### src/rtl/mult_pkg.sv
// Shared definitions for the sequential signed multiplier: operand width,
// product width helper and the controller state encoding.
package mult_pkg;

    localparam int WIDTH = 8;

    function automatic int prod_width(input int w);
        return 2 * w;
    endfunction

    // Controller states, kept here so the controller and datapath agree on one encoding.
    typedef enum logic [1:0] {
        IDLE = 2'd0,
        LOAD = 2'd1,
        RUN  = 2'd2,
        DONE = 2'd3
    } mult_state_e;

endpackage

### src/rtl/mult_datapath_if.sv
// Strobe/status/operand bundle between the multiplier controller (master)
// and the shift-add datapath (slave).
interface mult_datapath_if
    import mult_pkg::*;
#(
    parameter int WIDTH = mult_pkg::WIDTH
);
    logic [WIDTH-1:0]             multiplicand;
    logic [WIDTH-1:0]             multiplier;
    logic                         load;
    logic                         reg_en;
    logic                         shift_en;
    logic                         psel;
    logic                         z_flag_multiplicand;
    logic                         lsb_multiplicand;
    logic [prod_width(WIDTH)-1:0] result;
    logic [7:0]                   step_count;

    modport master (
        output multiplicand, multiplier, load, reg_en, shift_en, psel,
        input  z_flag_multiplicand, lsb_multiplicand, result, step_count
    );

    modport slave (
        input  multiplicand, multiplier, load, reg_en, shift_en, psel,
        output z_flag_multiplicand, lsb_multiplicand, result, step_count
    );

endinterface

### src/rtl/mult_abs.sv
// Combinational two's-complement magnitude. The most negative input maps to
// 2^(WIDTH-1), which is exact when the output is read as unsigned.
module mult_abs #(
    parameter int WIDTH = 8
) (
    input  logic [WIDTH-1:0] value,
    output logic [WIDTH-1:0] mag
);

    assign mag = value[WIDTH-1] ? (-value) : value;

endmodule

### src/rtl/mult_datapath.sv
// Shift-add datapath of the sequential signed multiplier (sign-magnitude core).
// Optional step counter enabled by defining MULT_DP_STEP_COUNT_EN.
module mult_datapath
    import mult_pkg::*;
#(
    parameter int WIDTH = mult_pkg::WIDTH
) (
    input  logic            clk,
    input  logic            rst_n,
    mult_datapath_if.slave  bus
);

    localparam int PW = prod_width(WIDTH);

    logic [WIDTH-1:0] mcand_q;
    logic [PW-1:0]    mplier_q;
    logic [PW-1:0]    prod_q;
    logic             sign_q;
    logic [WIDTH-1:0] opnd_q;

    logic [WIDTH-1:0] mcand_mag;
    logic [WIDTH-1:0] mplier_mag;
    logic             do_load;
    logic             do_step;

    mult_abs #(.WIDTH(WIDTH)) u_abs_mcand  (.value(bus.multiplicand), .mag(mcand_mag));
    mult_abs #(.WIDTH(WIDTH)) u_abs_mplier (.value(bus.multiplier),   .mag(mplier_mag));

    assign do_load = bus.reg_en & bus.load;
    assign do_step = bus.reg_en & ~bus.load & bus.shift_en;

    always_ff @(posedge clk or negedge rst_n) begin
        if (!rst_n) begin
            mcand_q  <= '0;
            mplier_q <= '0;
            prod_q   <= '0;
            sign_q   <= 1'b0;
            opnd_q   <= '0;
        end else if (do_load) begin
            // NOTE: non-blocking assignments so every register samples pre-edge values.
            mcand_q  <= mcand_mag;
            mplier_q <= {{WIDTH{1'b0}}, mplier_mag};
            prod_q   <= '0;
            sign_q   <= bus.multiplicand[WIDTH-1] ^ bus.multiplier[WIDTH-1];
            opnd_q   <= bus.multiplicand;
        end else if (do_step) begin
            if (mcand_q[0]) begin
                prod_q <= prod_q + mplier_q;
            end
            mplier_q <= mplier_q << 1;
            mcand_q  <= mcand_q >> 1;
        end
    end

`ifdef MULT_DP_STEP_COUNT_EN
    logic [7:0] step_count_q;

    always_ff @(posedge clk or negedge rst_n) begin
        if (!rst_n) begin
            step_count_q <= '0;
        end else if (do_load) begin
            step_count_q <= '0;
        end else if (do_step && (mcand_q != '0) && (step_count_q != 8'hFF)) begin
            step_count_q <= step_count_q + 8'd1;
        end
    end

    assign bus.step_count = step_count_q;
`else
    assign bus.step_count = 8'd0;
`endif

    // Negating a zero product yields zero, so a negative sign never produces -0.
    assign bus.result = bus.psel ? (sign_q ? (-prod_q) : prod_q)
                                 : {{WIDTH{opnd_q[WIDTH-1]}}, opnd_q};

    assign bus.z_flag_multiplicand = (mcand_q == '0);
    assign bus.lsb_multiplicand    = mcand_q[0];

endmodule

### src/flat_wrapper.sv
// flat-port wrapper written by rule: the top's interface ports become plain ports
module mult_datapath_flat import mult_pkg::*;
#(
    parameter int WIDTH = mult_pkg::WIDTH
)
  (clk, rst_n, bus_multiplicand, bus_multiplier, bus_load, bus_reg_en, bus_shift_en, bus_psel, bus_z_flag_multiplicand, bus_lsb_multiplicand, bus_result, bus_step_count);
  mult_datapath_if #(.WIDTH(WIDTH)) bus_i ();
  input  logic clk;
  input  logic rst_n;
  input wire logic [$bits(bus_i.multiplicand)-1:0] bus_multiplicand;
  input wire logic [$bits(bus_i.multiplier)-1:0] bus_multiplier;
  input wire logic [$bits(bus_i.load)-1:0] bus_load;
  input wire logic [$bits(bus_i.reg_en)-1:0] bus_reg_en;
  input wire logic [$bits(bus_i.shift_en)-1:0] bus_shift_en;
  input wire logic [$bits(bus_i.psel)-1:0] bus_psel;
  output wire logic [$bits(bus_i.z_flag_multiplicand)-1:0] bus_z_flag_multiplicand;
  output wire logic [$bits(bus_i.lsb_multiplicand)-1:0] bus_lsb_multiplicand;
  output wire logic [$bits(bus_i.result)-1:0] bus_result;
  output wire logic [$bits(bus_i.step_count)-1:0] bus_step_count;
  assign bus_i.multiplicand = bus_multiplicand;
  assign bus_i.multiplier = bus_multiplier;
  assign bus_i.load = bus_load;
  assign bus_i.reg_en = bus_reg_en;
  assign bus_i.shift_en = bus_shift_en;
  assign bus_i.psel = bus_psel;
  assign bus_z_flag_multiplicand = bus_i.z_flag_multiplicand;
  assign bus_lsb_multiplicand = bus_i.lsb_multiplicand;
  assign bus_result = bus_i.result;
  assign bus_step_count = bus_i.step_count;
  mult_datapath #(.WIDTH(WIDTH)) u_core (.clk(clk), .rst_n(rst_n), .bus(bus_i));
endmodule
### config.mk
export PLATFORM = sky130hd
export DESIGN_NAME = mult_datapath_flat
export DESIGN_NICKNAME = d
export VERILOG_FILES = /design/src/rtl/mult_pkg.sv /design/src/rtl/mult_datapath_if.sv /design/src/rtl/mult_abs.sv /design/src/rtl/mult_datapath.sv /design/src/flat_wrapper.sv
export SDC_FILE = /design/constraint.sdc
export NUM_CORES = 1
export LEC_CHECK = 0
export CAP_MARGIN = 15
export CORE_ASPECT_RATIO = 1.4
export CORE_MARGIN = 3
export CORE_UTILIZATION = 29
export DETAILED_ROUTE_END_ITERATION = 6
export MAX_ROUTING_LAYER = met4
export SYNTH_ARGS = -nofsm -noshare
export SYNTH_HDL_FRONTEND = slang
export SYNTH_HIERARCHICAL = 1
export SYNTH_SLANG_ARGS = --single-unit
### constraint.sdc
create_clock -name clk -period 3.85 [get_ports clk]
set_clock_uncertainty 0.2 [all_clocks]
set_input_delay 0.77 -clock clk [delete_from_list [all_inputs] [get_ports clk]]
set_output_delay 0.77 -clock clk [all_outputs]
set_load 0.02 [all_outputs]
==> results.ini <==
[power]
power.density_cell_area_nw_per_um2=372
power.share.switching_pct=33.1
ir_drop_mv=0.157
power.share.sequential_pct=40.1
cell_internal_pwr_uw=1030
power.share.combinational_pct=30.4
power.total_uw=1540
switching_power_uw=509
clock_group_share_of_total_power_pct=29.4
power_leakage_uw=0.00181

[grt]
grt-ovfl-total=0
grt.total_usage_pct=13.9
initial_antenna_violation_count=0
use_met1_pct=16.1
first_global_vias=2967
top_usage_layer=met2
gr-usage-met2_pct=24.2
grt_pass1_wl_mm=14.6
maximum_number_of_pins_on_one_net_before_global_route_repair=33
use_met3_pct=2.32

[sta]
timing_max_transition_violations_final=0
grt_setup_unrepaired=no
finalSetupViolCount=0
fmax_mhz=266
fin_tns_setup_ns=0
final.setup.worst_slack_ns=0.0868
worst_pin_slew_ns=0.873
final-hold-violation-count=0
worst_slew_margin_rel_pct=41.7
timing.final.crit_share_pct=97.7
final_period_minus_worst_setup_slack_ns=3.76

[floorplan]
floorplan_die_width_um=98.6
die-area_um2=13400
top_level_ports=48
design.core.area_um2=11500
initial_utilization_pct=30.3
dieHeight_um=136
num_rows=46

[clocking]
clk_latency_ns=0.29
path_clk_slew_ns=0.07
clock-root-buffer=clkbuf_16
clock-sinks=49
postCtsSetupBuffers=0
holdBufCountCts=0
cts_tree=done
cts-buffers-inserted=5
buffer_depth_of_the_longest_clock_path=2
cts_htree_levels=2

[detailed_routing]
totalWireLength_mm=8.89
count_of_nets_left_with_antenna_violations_after_detail_routing=0
wire_per_inst_um=14.7
avgViaCountPerCell=5.11
detail_route.drc_violations=0
drt_pass1_iterations=4
drt_iter0_markers=94
routed-via-count=3094

[layout]
area_of_the_multi_input_gates_um2=2090
layout.cell_area.non_filler_um2=4140
area_taken_by_flip_flops_and_latches_um2=1230
antennaDiodeCount=0
num-nets-final=502
fillerInstances=1227
final_layout_size_suffix_gt1_share_pct=6.28
area_growth_pct=18.8

[logic_synthesis]
ys_async_sr_fraction_pct=100
synth-main-ff-cell=dfrtp_1
synth_register_bits=49
synthesized_instance_count=430
yosysUniqueCellTypes=45
total_standard_cell_area_after_synthesis_um2=3480
synth-edff-count=0
synth_seq_area_share_pct=35.2
yosysWarningCount=6
syn-mean-instance-area_um2=8.10

[run_status]
run_status=finished clean

[placement]
finalWeightedCongestion=0.933
io_buffer_count=39
placed_cell_area_um2=3990
dpl.hpwl_mm=7.00
pre_cts_slack_ns=0.0853

[setup_path]
worst-endpoint-required_ns=2.88
critical_path.max_fanout=3
arrival_ns=2.79
setup.worst_path.end_class=output port
crit_type=reg -> out
setup.worst_path.start_class=flop

[hold_path]
worst_hold_path_type=reg -> reg

[flow_run]
max_cap_violations=0

## layout by cell type, fill, tap and decap left out, types with 3 or more instances in the layout
cell	synthesis	layout
nand2_1	89	89
dfrtp_1	49	49
o21ai_0	39	38
a21oi_1	36	36
clkdlybuf4s50_1	0	32
xor2_1	19	19
nor2_1	19	19
ha_1	18	18
xnor2_1	17	17
inv_1	12	12
o22ai_1	12	12
a22oi_1	9	9
buf_4	10	9
nand3_1	8	8
conb_1	1	8
nand2b_1	6	6
clkbuf_16	0	5
or3_1	5	5
or4_1	5	5
nor2b_1	5	5
a21o_1	5	5
dlygate4sd2_1	0	4
o31ai_2	3	4
nor4_1	4	4
nor3_1	4	4
nand4_1	4	4
o21ai_1	2	3
or3_4	3	3
o31ai_1	4	3
a31oi_1	3	3
## sequential cells by signal, summed over array words and instances (netlist names)
signal and count:
u_core/prod_q 16, u_core/mplier_q 16, u_core/opnd_q 8, u_core/mcand_q 8, u_core/sign_q 1
## layout make-up
type	count	area share, %
multi-input cells	345	50.5
flip-flops and latches	49	29.6
repair buffers	48	10.8
well taps	144	4.35
clock buffers	6	3.36
inverters	12	1.09
clock inverters	2	0.333
## power groups by stage
stage / registers, uW / clock network, uW / logic [uW]
after floorplan: 609 / 0 / 326
after global placement: 625 / 0 / 474
after detailed placement: 626 / 0 / 478
after CTS: 617 / 465 / 475
after global routing: 627 / 484 / 522
final: 617 / 453 / 468
## Yosys cell counts (3+ instances only)
master,n,area (um2)
or3_1,5,31.3
xor2_1,19,166
o22ai_1,12,75.1
o31ai_2,3,37.5
nand3_1,8,40.0
xnor2_1,17,149
or4_1,5,37.5
nand4_1,4,25.0
nand2b_1,6,37.5
nor2_1,19,71.3
o21ai_0,39,195
or3_4,3,33.8
o31ai_1,4,30.0
a31oi_1,3,18.8
a21o_1,5,37.5
clkbuf_1,20,75.1
a21oi_1,36,180
inv_1,12,45.0
buf_4,10,75.1
nor2b_1,5,31.3
nor3_1,4,20.0
dfrtp_1,49,1230
ha_1,18,225
a22oi_1,9,67.6
nand2_1,89,334
nor4_1,4,25.0
## per-stage QoR
stage | cells | hold WS, ns | util [%]
2_1_floorplan | 437 | 0.242 | -
3_3_place_gp | 598 | 0.264 | 34.7
3_5_place_dp | 598 | 0.266 | 34.7
4_1_cts | 606 | 0.277 | 36.0
5_1_grt | 606 | 0.317 | 36.0
6_report | 606 | 0.275 | 36.0
## layer usage
| metal | vias up | share of wire [%] |
|---|---|---|
| met1 | 1452 | 43 |
| met3 | 18 | 2.7 |
| li1 | 1567 | - |
| met2 | 57 | 52 |
| met5 | - | 0 |
| met4 | 0 | 2.4 |
## cells by family after synthesis
| kind of cell | after synthesis | share of synthesized area (%) |
|---|---|---|
| AO/OA/AOI/OAI | 125 | 21.9 |
| XOR/XNOR | 36 | 9.05 |
| adder cells (fa/ha/maj) | 19 | 7.04 |
| buffers and inverters | 43 | 5.71 |
| flip-flops | 49 | 35.2 |
| multiplexers | 2 | 0.611 |
| other | 1 | 0.108 |
| AND/OR/NAND/NOR | 155 | 20.4 |
## final timing paths
kind / startpoint / end / slack (ns) / cells after the start
worst max-delay path: u_core/prod_q[6]$_DFFE_PN0P_ / bus_result[13] / 0.09 / 7
worst min-delay path: u_core/opnd_q[0]$_DFFE_PN0P_ / u_core/opnd_q[0]$_DFFE_PN0P_ / 0.27 / 2
worst max register to register: u_core/prod_q[12]$_DFFE_PN0P_ / u_core/prod_q[15]$_DFFE_PN0P_ / 0.80 / 8
worst min register to register: u_core/opnd_q[0]$_DFFE_PN0P_ / u_core/opnd_q[0]$_DFFE_PN0P_ / 0.27 / 2
max in group asynchronous: rst_n / u_core/opnd_q[7]$_DFFE_PN0P_ / 2.38 / 2
min in group asynchronous: rst_n / u_core/mplier_q[13]$_DFFE_PN0P_ / 0.35 / 1
## critical path: stages (launching register included)
cell and delay, ns:
dfrtp_1 0.38, or4_4 0.54, or3_1 0.35, or3_4 0.40, o41ai_2 0.25, xor2_1 0.17
a21oi_1 0.07, dlygate4sd2_1 0.35
## what timing repair did
| item | CTS | global route |
|---|---|---|
| endpoints found under the hold margin | 0 | 0 |
| gates resized for setup | 6 | 4 |
| setup endpoints to repair | 5 | 3 |
| gates cloned | 0 | 0 |
(Power assumes the default switching activity.)
